File: src/rtl/display_16hex_monitor.sv
// display_16hex_monitor
// ---------------------
// Passive listener on the labkit hex dot-matrix serial display bus. It
// samples the bus in the clock_27mhz domain, rebuilds the 32-bit control
// word, and decodes every 40-dot character back to the hex nibble that
// the 16-hex-digit display driver meant to show.
//
// Optional build macro: DISP_MON_GLITCH_FILTER_EN
//   When defined, the synchronized disp_clock must hold a level for
//   FILTER_LEN consecutive cycles before it is accepted.
//
// Ports
//   clock_27mhz    in   system clock
//   reset          in   synchronous, active-high reset
//   disp_clock     in   display serial clock (data stable at rising edge)
//   disp_data_out  in   serial data, MSB first
//   disp_rs        in   0 = dot register, 1 = control register
//   disp_ce_b      in   active-low chip enable, rising edge latches
//   disp_reset_b   in   active-low display reset
//   data           out  decoded nibbles, char NUM_CHARS-1 in the MS nibble
//   data_valid     out  one-cycle pulse when data updates
//   blank_mask     out  bit i set = char i was all-zero dots
//   bad_mask       out  bit i set = char i non-zero and matched no glyph
//   control_word   out  last latched control register
//   control_valid  out  one-cycle pulse when control_word updates
//   frame_err      out  one-cycle pulse on a latch with a wrong bit count
module display_16hex_monitor #(
    parameter int NUM_CHARS  = 16,
    parameter int FILTER_LEN = 4
) (
    input  logic                   clock_27mhz,
    input  logic                   reset,
    input  logic                   disp_clock,
    input  logic                   disp_data_out,
    input  logic                   disp_rs,
    input  logic                   disp_ce_b,
    input  logic                   disp_reset_b,
    output logic [4*NUM_CHARS-1:0] data,
    output logic                   data_valid,
    output logic [NUM_CHARS-1:0]   blank_mask,
    output logic [NUM_CHARS-1:0]   bad_mask,
    output logic [31:0]            control_word,
    output logic                   control_valid,
    output logic                   frame_err
);

    localparam int DW         = 4 * NUM_CHARS;
    localparam int FRAME_BITS = 40 * NUM_CHARS;

    // Maps a 40-dot column pattern to {hit, nibble} using the driver's font.
    function automatic logic [4:0] matchGlyph(input logic [39:0] dots);
        case (dots)
            40'h3E5149453E: return 5'h10;
            40'h00427F4000: return 5'h11;
            40'h6251494946: return 5'h12;
            40'h2241494936: return 5'h13;
            40'h1814127F10: return 5'h14;
            40'h2745454539: return 5'h15;
            40'h3C4A494930: return 5'h16;
            40'h0171090503: return 5'h17;
            40'h3649494936: return 5'h18;
            40'h064949291E: return 5'h19;
            40'h7E0909097E: return 5'h1A;
            40'h7F49494936: return 5'h1B;
            40'h3E41414122: return 5'h1C;
            40'h7F4141413E: return 5'h1D;
            40'h7F49494941: return 5'h1E;
            40'h7F09090901: return 5'h1F;
            default:        return 5'h00;
        endcase
    endfunction

    logic clkS1_q, clkS2_q, clkHist_q;
    logic ceS1_q, ceS2_q, ceHist_q;
    logic dinS1_q, dinS2_q;
    logic rsS1_q, rsS2_q;
    logic rstbS1_q, rstbS2_q;

    // Two-flop synchronizers for every bus input, plus edge-history flops.
    always_ff @(posedge clock_27mhz) begin
        if (reset) begin
            {clkS1_q, clkS2_q, clkHist_q} <= 3'b000;
            {ceS1_q, ceS2_q, ceHist_q}    <= 3'b000;
            {dinS1_q, dinS2_q}            <= 2'b00;
            {rsS1_q, rsS2_q}              <= 2'b00;
            {rstbS1_q, rstbS2_q}          <= 2'b00;
        end else begin
            clkS1_q   <= disp_clock;
            clkS2_q   <= clkS1_q;
            clkHist_q <= clkS2_q;
            ceS1_q    <= disp_ce_b;
            ceS2_q    <= ceS1_q;
            ceHist_q  <= ceS2_q;
            dinS1_q   <= disp_data_out;
            dinS2_q   <= dinS1_q;
            rsS1_q    <= disp_rs;
            rsS2_q    <= rsS1_q;
            rstbS1_q  <= disp_reset_b;
            rstbS2_q  <= rstbS1_q;
        end
    end

    logic rclk;
    logic ceRise;

`ifdef DISP_MON_GLITCH_FILTER_EN
    logic       filtLevel_q, filtHist_q;
    logic [7:0] filtCnt_q;

    // The filtered level only flips after FILTER_LEN consecutive samples
    // disagree with it; any agreeing sample restarts the count.
    always_ff @(posedge clock_27mhz) begin
        if (reset) begin
            filtLevel_q <= 1'b0;
            filtHist_q  <= 1'b0;
            filtCnt_q   <= 8'd0;
        end else begin
            filtHist_q <= filtLevel_q;
            if (clkS2_q == filtLevel_q) begin
                filtCnt_q <= 8'd0;
            end else if (filtCnt_q == 8'(FILTER_LEN - 1)) begin
                filtLevel_q <= clkS2_q;
                filtCnt_q   <= 8'd0;
            end else begin
                filtCnt_q <= filtCnt_q + 8'd1;
            end
        end
    end

    assign rclk = filtLevel_q & ~filtHist_q;
`else
    assign rclk = clkS2_q & ~clkHist_q;
`endif

    assign ceRise = ceS2_q & ~ceHist_q;

    logic [9:0]           bitCnt_q, bitCnt_d;
    logic [5:0]           dotCnt_q, dotCnt_d;
    logic [38:0]          charShift_q, charShift_d;
    logic [31:0]          ctrlShift_q, ctrlShift_d;
    logic                 lastRs_q, lastRs_d;
    logic [39:0]          charWord_q, charWord_d;
    logic                 decPend_q, decPend_d;
    logic [DW-1:0]        nibAcc_q, nibAcc_d;
    logic [NUM_CHARS-1:0] blankAcc_q, blankAcc_d;
    logic [NUM_CHARS-1:0] badAcc_q, badAcc_d;
    logic [DW-1:0]        data_q, data_d;
    logic [NUM_CHARS-1:0] blankMask_q, blankMask_d;
    logic [NUM_CHARS-1:0] badMask_q, badMask_d;
    logic [31:0]          controlWord_q, controlWord_d;
    logic                 dataValid_q, dataValid_d;
    logic                 controlValid_q, controlValid_d;
    logic                 frameErr_q, frameErr_d;

    logic [4:0]           glyphHit;
    logic                 charBlank;
    logic                 charBad;
    logic [3:0]           charNib;
    logic [DW-1:0]        nibAccNext;
    logic [NUM_CHARS-1:0] blankAccNext;
    logic [NUM_CHARS-1:0] badAccNext;

    // Decode of the character captured on the previous rclk. The "Next"
    // accumulators fold in a pending decode so a latch arriving on that
    // same cycle still sees the final character.
    always_comb begin
        glyphHit     = matchGlyph(charWord_q);
        charBlank    = (charWord_q == 40'd0);
        charBad      = !charBlank && !glyphHit[4];
        charNib      = glyphHit[4] ? glyphHit[3:0] : 4'h0;
        nibAccNext   = nibAcc_q;
        blankAccNext = blankAcc_q;
        badAccNext   = badAcc_q;
        if (decPend_q) begin
            nibAccNext   = {nibAcc_q[DW-5:0], charNib};
            blankAccNext = {blankAcc_q[NUM_CHARS-2:0], charBlank};
            badAccNext   = {badAcc_q[NUM_CHARS-2:0], charBad};
        end
    end

    // Frame assembly and latch. Priority: display reset, then chip-enable
    // release (which swallows a simultaneous rclk), then shifting a bit.
    always_comb begin
        bitCnt_d       = bitCnt_q;
        dotCnt_d       = dotCnt_q;
        charShift_d    = charShift_q;
        ctrlShift_d    = ctrlShift_q;
        lastRs_d       = lastRs_q;
        charWord_d     = charWord_q;
        decPend_d      = 1'b0;
        nibAcc_d       = nibAccNext;
        blankAcc_d     = blankAccNext;
        badAcc_d       = badAccNext;
        data_d         = data_q;
        blankMask_d    = blankMask_q;
        badMask_d      = badMask_q;
        controlWord_d  = controlWord_q;
        dataValid_d    = 1'b0;
        controlValid_d = 1'b0;
        frameErr_d     = 1'b0;

        if (!rstbS2_q) begin
            bitCnt_d    = 10'd0;
            dotCnt_d    = 6'd0;
            charShift_d = 39'd0;
            nibAcc_d    = '0;
            blankAcc_d  = '0;
            badAcc_d    = '0;
        end else if (ceRise) begin
            if (bitCnt_q != 10'd0) begin
                if (lastRs_q) begin
                    if (bitCnt_q == 10'd32) begin
                        controlWord_d  = ctrlShift_q;
                        controlValid_d = 1'b1;
                    end else begin
                        frameErr_d = 1'b1;
                    end
                end else if (int'(bitCnt_q) == FRAME_BITS) begin
                    data_d      = nibAccNext;
                    blankMask_d = blankAccNext;
                    badMask_d   = badAccNext;
                    dataValid_d = 1'b1;
                end else begin
                    frameErr_d = 1'b1;
                end
            end
            bitCnt_d    = 10'd0;
            dotCnt_d    = 6'd0;
            charShift_d = 39'd0;
            nibAcc_d    = '0;
            blankAcc_d  = '0;
            badAcc_d    = '0;
        end else if (rclk && !ceS2_q) begin
            if (bitCnt_q != 10'd1023) begin
                bitCnt_d = bitCnt_q + 10'd1;
            end
            lastRs_d = rsS2_q;
            if (rsS2_q) begin
                ctrlShift_d = {ctrlShift_q[30:0], dinS2_q};
            end else begin
                charShift_d = {charShift_q[37:0], dinS2_q};
                if (dotCnt_q == 6'd39) begin
                    dotCnt_d   = 6'd0;
                    charWord_d = {charShift_q, dinS2_q};
                    decPend_d  = 1'b1;
                end else begin
                    dotCnt_d = dotCnt_q + 6'd1;
                end
            end
        end
    end

    always_ff @(posedge clock_27mhz) begin
        if (reset) begin
            bitCnt_q       <= 10'd0;
            dotCnt_q       <= 6'd0;
            charShift_q    <= 39'd0;
            ctrlShift_q    <= 32'd0;
            lastRs_q       <= 1'b0;
            charWord_q     <= 40'd0;
            decPend_q      <= 1'b0;
            nibAcc_q       <= '0;
            blankAcc_q     <= '0;
            badAcc_q       <= '0;
            data_q         <= '0;
            blankMask_q    <= '1;
            badMask_q      <= '0;
            controlWord_q  <= 32'd0;
            dataValid_q    <= 1'b0;
            controlValid_q <= 1'b0;
            frameErr_q     <= 1'b0;
        end else begin
            bitCnt_q       <= bitCnt_d;
            dotCnt_q       <= dotCnt_d;
            charShift_q    <= charShift_d;
            ctrlShift_q    <= ctrlShift_d;
            lastRs_q       <= lastRs_d;
            charWord_q     <= charWord_d;
            decPend_q      <= decPend_d;
            nibAcc_q       <= nibAcc_d;
            blankAcc_q     <= blankAcc_d;
            badAcc_q       <= badAcc_d;
            data_q         <= data_d;
            blankMask_q    <= blankMask_d;
            badMask_q      <= badMask_d;
            controlWord_q  <= controlWord_d;
            dataValid_q    <= dataValid_d;
            controlValid_q <= controlValid_d;
            frameErr_q     <= frameErr_d;
        end
    end

    assign data          = data_q;
    assign data_valid    = dataValid_q;
    assign blank_mask    = blankMask_q;
    assign bad_mask      = badMask_q;
    assign control_word  = controlWord_q;
    assign control_valid = controlValid_q;
    assign frame_err     = frameErr_q;

endmodule

File: config.mk
export PLATFORM = sky130hd
export DESIGN_NAME = display_16hex_monitor
export DESIGN_NICKNAME = d
export VERILOG_FILES = /design/src/rtl/display_16hex_monitor.sv
export SDC_FILE = /design/constraint.sdc
export NUM_CORES = 1
export LEC_CHECK = 0
export CAP_MARGIN = 20
export CORE_ASPECT_RATIO = 1.2
export CORE_MARGIN = 3
export CORE_UTILIZATION = 51
export CTS_CLUSTER_DIAMETER = 120
export DETAILED_ROUTE_END_ITERATION = 6
export GPL_ROUTABILITY_DRIVEN = 0
export PLACE_DENSITY = 0.81
export SLEW_MARGIN = 40
export SYNTH_ARGS = -nofsm -noshare
export SYNTH_HDL_FRONTEND = slang
export SYNTH_SLANG_ARGS = --single-unit
export TNS_END_PERCENT = 30
File: constraint.sdc
create_clock -name clock_27mhz -period 2.3 [get_ports clock_27mhz]
set_input_delay 0.23 -clock clock_27mhz [delete_from_list [all_inputs] [get_ports clock_27mhz]]
set_output_delay 0.23 -clock clock_27mhz [all_outputs]
set_load 0.05 [all_outputs]
* Yosys cells after proc, flatten, opt, wreduce, memory -nomap -nowiden *
Index checks and enable logic that the tools add are counted.

word-level totals
  output and inout port bits = 131
  logic and storage cells = 92
  bits of input ports = 7
  register bits = 368

operators by class
  multiplexer cells = 12
  add/sub/neg operators = 2
  reduce and logical (&&, ||, !) cells = 19
  bitwise operators = 10
  equality and inequality tests = 20

operators with widths
  operator                 number
  $eq A40 B38 Y1 const B   6
  $eq A40 B39 Y1 const B   6
  $pmux W5 S16             1
  $mux W64                 1
  $eq A40 B31 Y1 const B   1
  $eq A40 B33 Y1 const B   1
  $eq A40 B35 Y1 const B   1
  $eq A40 B37 Y1 const B   1
  $logic_not A40 Y1        1
  $mux W16                 2
  $reduce_and A5 Y1        3
  $reduce_or A5 Y1         3
  $add A10 B1 Y10 const B  1
  $eq A10 B10 Y1 const B   1
  $eq A10 B6 Y1 const B    1
  $ne A10 B10 Y1 const B   1
  $reduce_bool A10 Y1      1
  $not A1 Y1               8
  $add A6 B1 Y6 const B    1
  $eq A6 B6 Y1 const B     1
  $mux W1                  6
  $mux W6                  1
  $mux W4                  1
  $reduce_and A2 Y1        2
  other kinds (7)          11

* Longest topological paths before layout *
  depth after elaboration = 5
  mapped depth = 11
  depth with buffers taken out = 8

* Worst setup path before layout *
OpenSTA, ideal clock, no wires.

  kind = reg-to-reg
  from = register charWord_q[12]
  to = register data_q[2], in the netlist data[2]
  period minus slack after synthesis = 2.484 ns
  path buffers = 1
  cell stages (with the launch flop) = 9
  library setup time = 0.067 ns
  required time = 2.233 ns
  arrival time = 2.417 ns
  slack = -0.184 ns
  path through = dfxtp_1 -> or4b_1 -> buf_2 -> or4_4 -> nor4_2 -> a31oi_1 -> and3_1 -> or3_1 -> a21oi_2

on the way
  longest elaborated chain between the ends = 4
  elaborated cells on any way between the ends = 19
  those cells by class = eq/ne: 16; mux: 3

RTL lines
  what                                          line  text
  start: declaration                            142   logic [39:0] charWord_q, charWord_d;
  start signal: assignment                      278   charWord_q <= charWord_d;
  $eq A40 B39 Y1, or another cell as far along  52    case (dots)
  $pmux W5 S16 *                                52
  $mux W4 *                                     170   charNib = glyphHit[4] ? glyphHit[3:0] : 4'h0;
  $mux W64 *                                    174   if (decPend_q) begin
  end signal: assignment                        283   data_q <= data_d;
  end: declaration                              147   logic [DW-1:0] data_q, data_d;

Every way passes the cells marked *; elsewhere a longest branch is shown, timed or not.
A chain may end at the register's enable or synchronous reset.

* Worst setup path in the final report *
  from = register charWord_q[31]
  to = register data_q[2], in the netlist data[2]

Same word-level chain as after synthesis.

==> flow_metrics.py <==
metrics = {
    "grt": {
        "grt_pass1_wl_um": 53760,
        "grt_pass1_vias": 11241,
        "antenna_found_initial": 0,
        "grt.total_usage": 0.2199,
        "grt_max_degree": 136,
        "overflow": 0,
    },
    "yosys": {
        "synth-async-reset-ratio": 0,
        "netlist-cell-type-count": 56,
        "synth_compound_area_frac": 0.1229,
        "synthSimpleGateAreaFrac": 0.2274,
        "synthCells": 1541,
        "avgSynthCellArea_um2": 8.828,
        "synth_enable_flop_cells": 0,
        "syn_nets": 1551,
        "ys_ff_latch": 368,
        "synth_top_family_by_area": "simple AND/OR/NAND/NOR gates",
        "synthMuxAreaShare": 0.06695,
        "synth_fa_ha_area_frac": 0.002759,
        "ys_warn_count": 0,
        "synthXorXnorAreaFrac": 0.006438,
        "synth-main-ff-cell": "dfxtp_1",
        "synth-seq-area-share": 0.5415,
        "synth_area_mm2": 0.01360,
    },
    "cells_and_area": {
        "mostFrequentLayoutCell": "dfxtp_1",
        "layout_common_cells": "dfxtp_1, nand2_1, nor2_1",
        "regArea_mm2": 0.007375,
        "drive_above_1_share": 0.1338,
        "fin_nets": 1727,
        "fin_cells": 2072,
        "multiInputGateArea_mm2": 0.006100,
        "syn2layout_area_growth_pct": 29.36,
        "n_fill_cell": 1867,
        "diodes": 0,
    },
    "sta": {
        "worst_slew_pin_slew_ns": 0.7697,
        "rsz0062_at_grt": "true",
        "min_period_ns": 2.501,
        "finalClockSkew_ns": 0.01512,
        "slew_viol_final": 0,
        "period_share": 1.087,
        "finalHoldViolations": 0,
        "holdWs_ns": 0.2757,
        "finalSetupViolCount": 6,
        "setup_slack_ns": -0.2007,
        "max_freq_mhz": 399.9,
        "worst_slew_margin_rel": 0.4869,
    },
    "floorplanning": {
        "core_area_mm2": 0.02586,
        "placementRows": 64,
        "fp.dieH_um": 184.9,
        "die_x_um": 155.1,
        "ios": 138,
        "initial_core_util": 0.5260,
        "die-area_mm2": 0.02868,
    },
    "detailed_routing": {
        "drt_iter0_markers": 788,
        "num_vias": 11553,
        "dr.pass1.iters": 7,
        "via_per_inst": 5.576,
        "drt-total-wl_um": 33370,
        "drtAntennaViolNets": 0,
        "drt_drc_violations_left": 0,
        "wl_per_cell_um": 16.11,
    },
    "clocking": {
        "clock_latency_ns": 0.52,
        "cts.clk_slew.worst_paths_ns": 0.06,
        "cts_made_buffers": 36,
        "cts_root_buffer": "clkbuf_16",
        "htreeDepth": 2,
        "cts_buffer_depth": 3,
        "tritoncts": "built",
        "cts.sinks": 368,
    },
    "worst_hold_path": {
        "hold_path_class": "in2reg",
        "min_path_cells": 2,
    },
    "setup_path": {
        "path_class": "reg2reg",
        "rr_worst_depth": 8,
        "end_kind": "flop",
        "worstPathMaxFanout": 3,
        "critPathArrivalTime_ns": 2.96,
        "required_ns": 2.76,
        "worstSetupStartpointType": "flop",
    },
    "power": {
        "cellLeakagePower_nw": 5.675,
        "ir_worst_vdd_mv": 0.5918,
        "power.density_mw_per_mm2": 721.6,
    },
    "placed_design": {
        "place_inst": 1995,
        "numPortBuffers": 137,
        "hpwl_um": 20880,
        "place_ws_ns": -0.3090,
    },
    "run": {
        "maxCapViolations": 0,
    },
    "status": {
        "status": "complete, but fails checks",
        "violations": "setup timing",
    },
}
## cells in the mapped netlist (6+ instances only)
master    instances  area [µm²]
clkbuf_1         94       352.8
nor2_1          217       814.5
a211oi_1         77       578.1
nor4_1           14       87.58
o21ai_0           7       35.03
a211o_1          16       140.1
nand4_1          15       93.84
a21oi_1         151       755.7
and4b_1           6       60.06
buf_1            11       41.29
mux2i_1          91       910.9
nand2_1         305        1145
nand2b_1          7       43.79
or3_1             8       50.05
dfxtp_1         368        7367
nand4b_1          6       52.55
nand3_1          15       75.07
nor3_1           24       120.1
xor2_1            6       52.55
nor2b_1          16       100.1
and3_1            7       43.79
inv_1             6       22.52
## kinds of logic after synthesis
| logic type | Yosys count |
|---|---|
| mux | 91 |
| fa+ha+maj | 3 |
| xor+xnor | 10 |
| simple gates | 686 |
| buf+inv | 115 |
| compound gates | 268 |
| flops | 368 |
## flip-flops by register name, indices dropped and copies added (netlist names), 6 cells and up
signal / flops
badAcc_q: 16
bad_mask: 16
bitCnt_q: 10
blankAcc_q: 16
blank_mask: 16
charShift_q: 39
charWord_q: 40
control_word: 32
ctrlShift_q: 32
data: 64
dotCnt_q: 6
nibAcc_q: 64
## path summary, 6_finish.rpt
| kind | start | endpoint | slack [ns] |
|---|---|---|---|
| worst max register to register | charWord_q[31]$_SDFFE_PP0P_ | data[2]$_SDFFE_PP0P_ | -0.20 |
| worst min-delay path | disp_data_out | dinS1_q$_SDFF_PP0_ | 0.28 |
| worst min register to register | ceS1_q$_SDFF_PP0_ | ceS2_q$_SDFF_PP0_ | 0.44 |
| worst max-delay path | charWord_q[31]$_SDFFE_PP0P_ | data[2]$_SDFFE_PP0P_ | -0.20 |
## through the flow
stage	util	area, µm²	total power, mW	TNS [ns]
4_1_cts	0.6682	17280	12.80	-0.3671
3_5_place_dp	0.6123	15840	6.667	-1.893
3_3_place_gp	0.6123	15840	6.666	-0.9929
6_report	0.6804	17600	12.70	-0.5564
5_1_grt	0.6804	17600	13.06	-1.317
2_1_floorplan	-	13630	6.624	-0.9365
## worst max-delay path, stage by stage, from the launching register on
cell	delay, ns
dfxtp_2	0.32
or3_4	0.39
buf_4	0.15
nor4_4	0.31
or4b_1	0.47
o2111a_1	0.15
and3_4	0.18
or3_4	0.36
a21oi_2	0.11
## metal layers
metal / part of all wire / global-route usage / vias to the layer above
met4: 0.029 / 0.07244 / 0
li1: - / - / 5625
met2: 0.50 / 0.3925 / 364
met5: 0 / 0 / -
met3: 0.053 / 0.03669 / 87
met1: 0.41 / 0.2703 / 5477
## final cells by class
class                           instances  share of cell area
Multi-Input combinational cell       1058              0.3466
Sequential cell                       368              0.4191
Timing Repair Buffer                  247              0.1384
Clock buffer                           47             0.05695
Inverter                                6            0.001280
Clock inverter                         16             0.01422
Tap cell                              330             0.02346
## power by group
| part | switching, mW | internal (mW) |
|---|---|---|
| clock network | 2.41 | 3.76 |
| logic | 0.111 | 0.0337 |
| registers | 0.00472 | 6.38 |
| total | 2.53 | 10.2 |
## what timing repair did
action / CTS / global route
gates cloned: 1 / 3
setup endpoints to repair: 68 / 59
pin swaps: 15 / 13
endpoints found under the hold margin: 5 / 0
gates resized for setup: 18 / 38
buffers inserted: 5 / 4
hold buffers: 1 / 0
(Power assumes the default switching activity.)
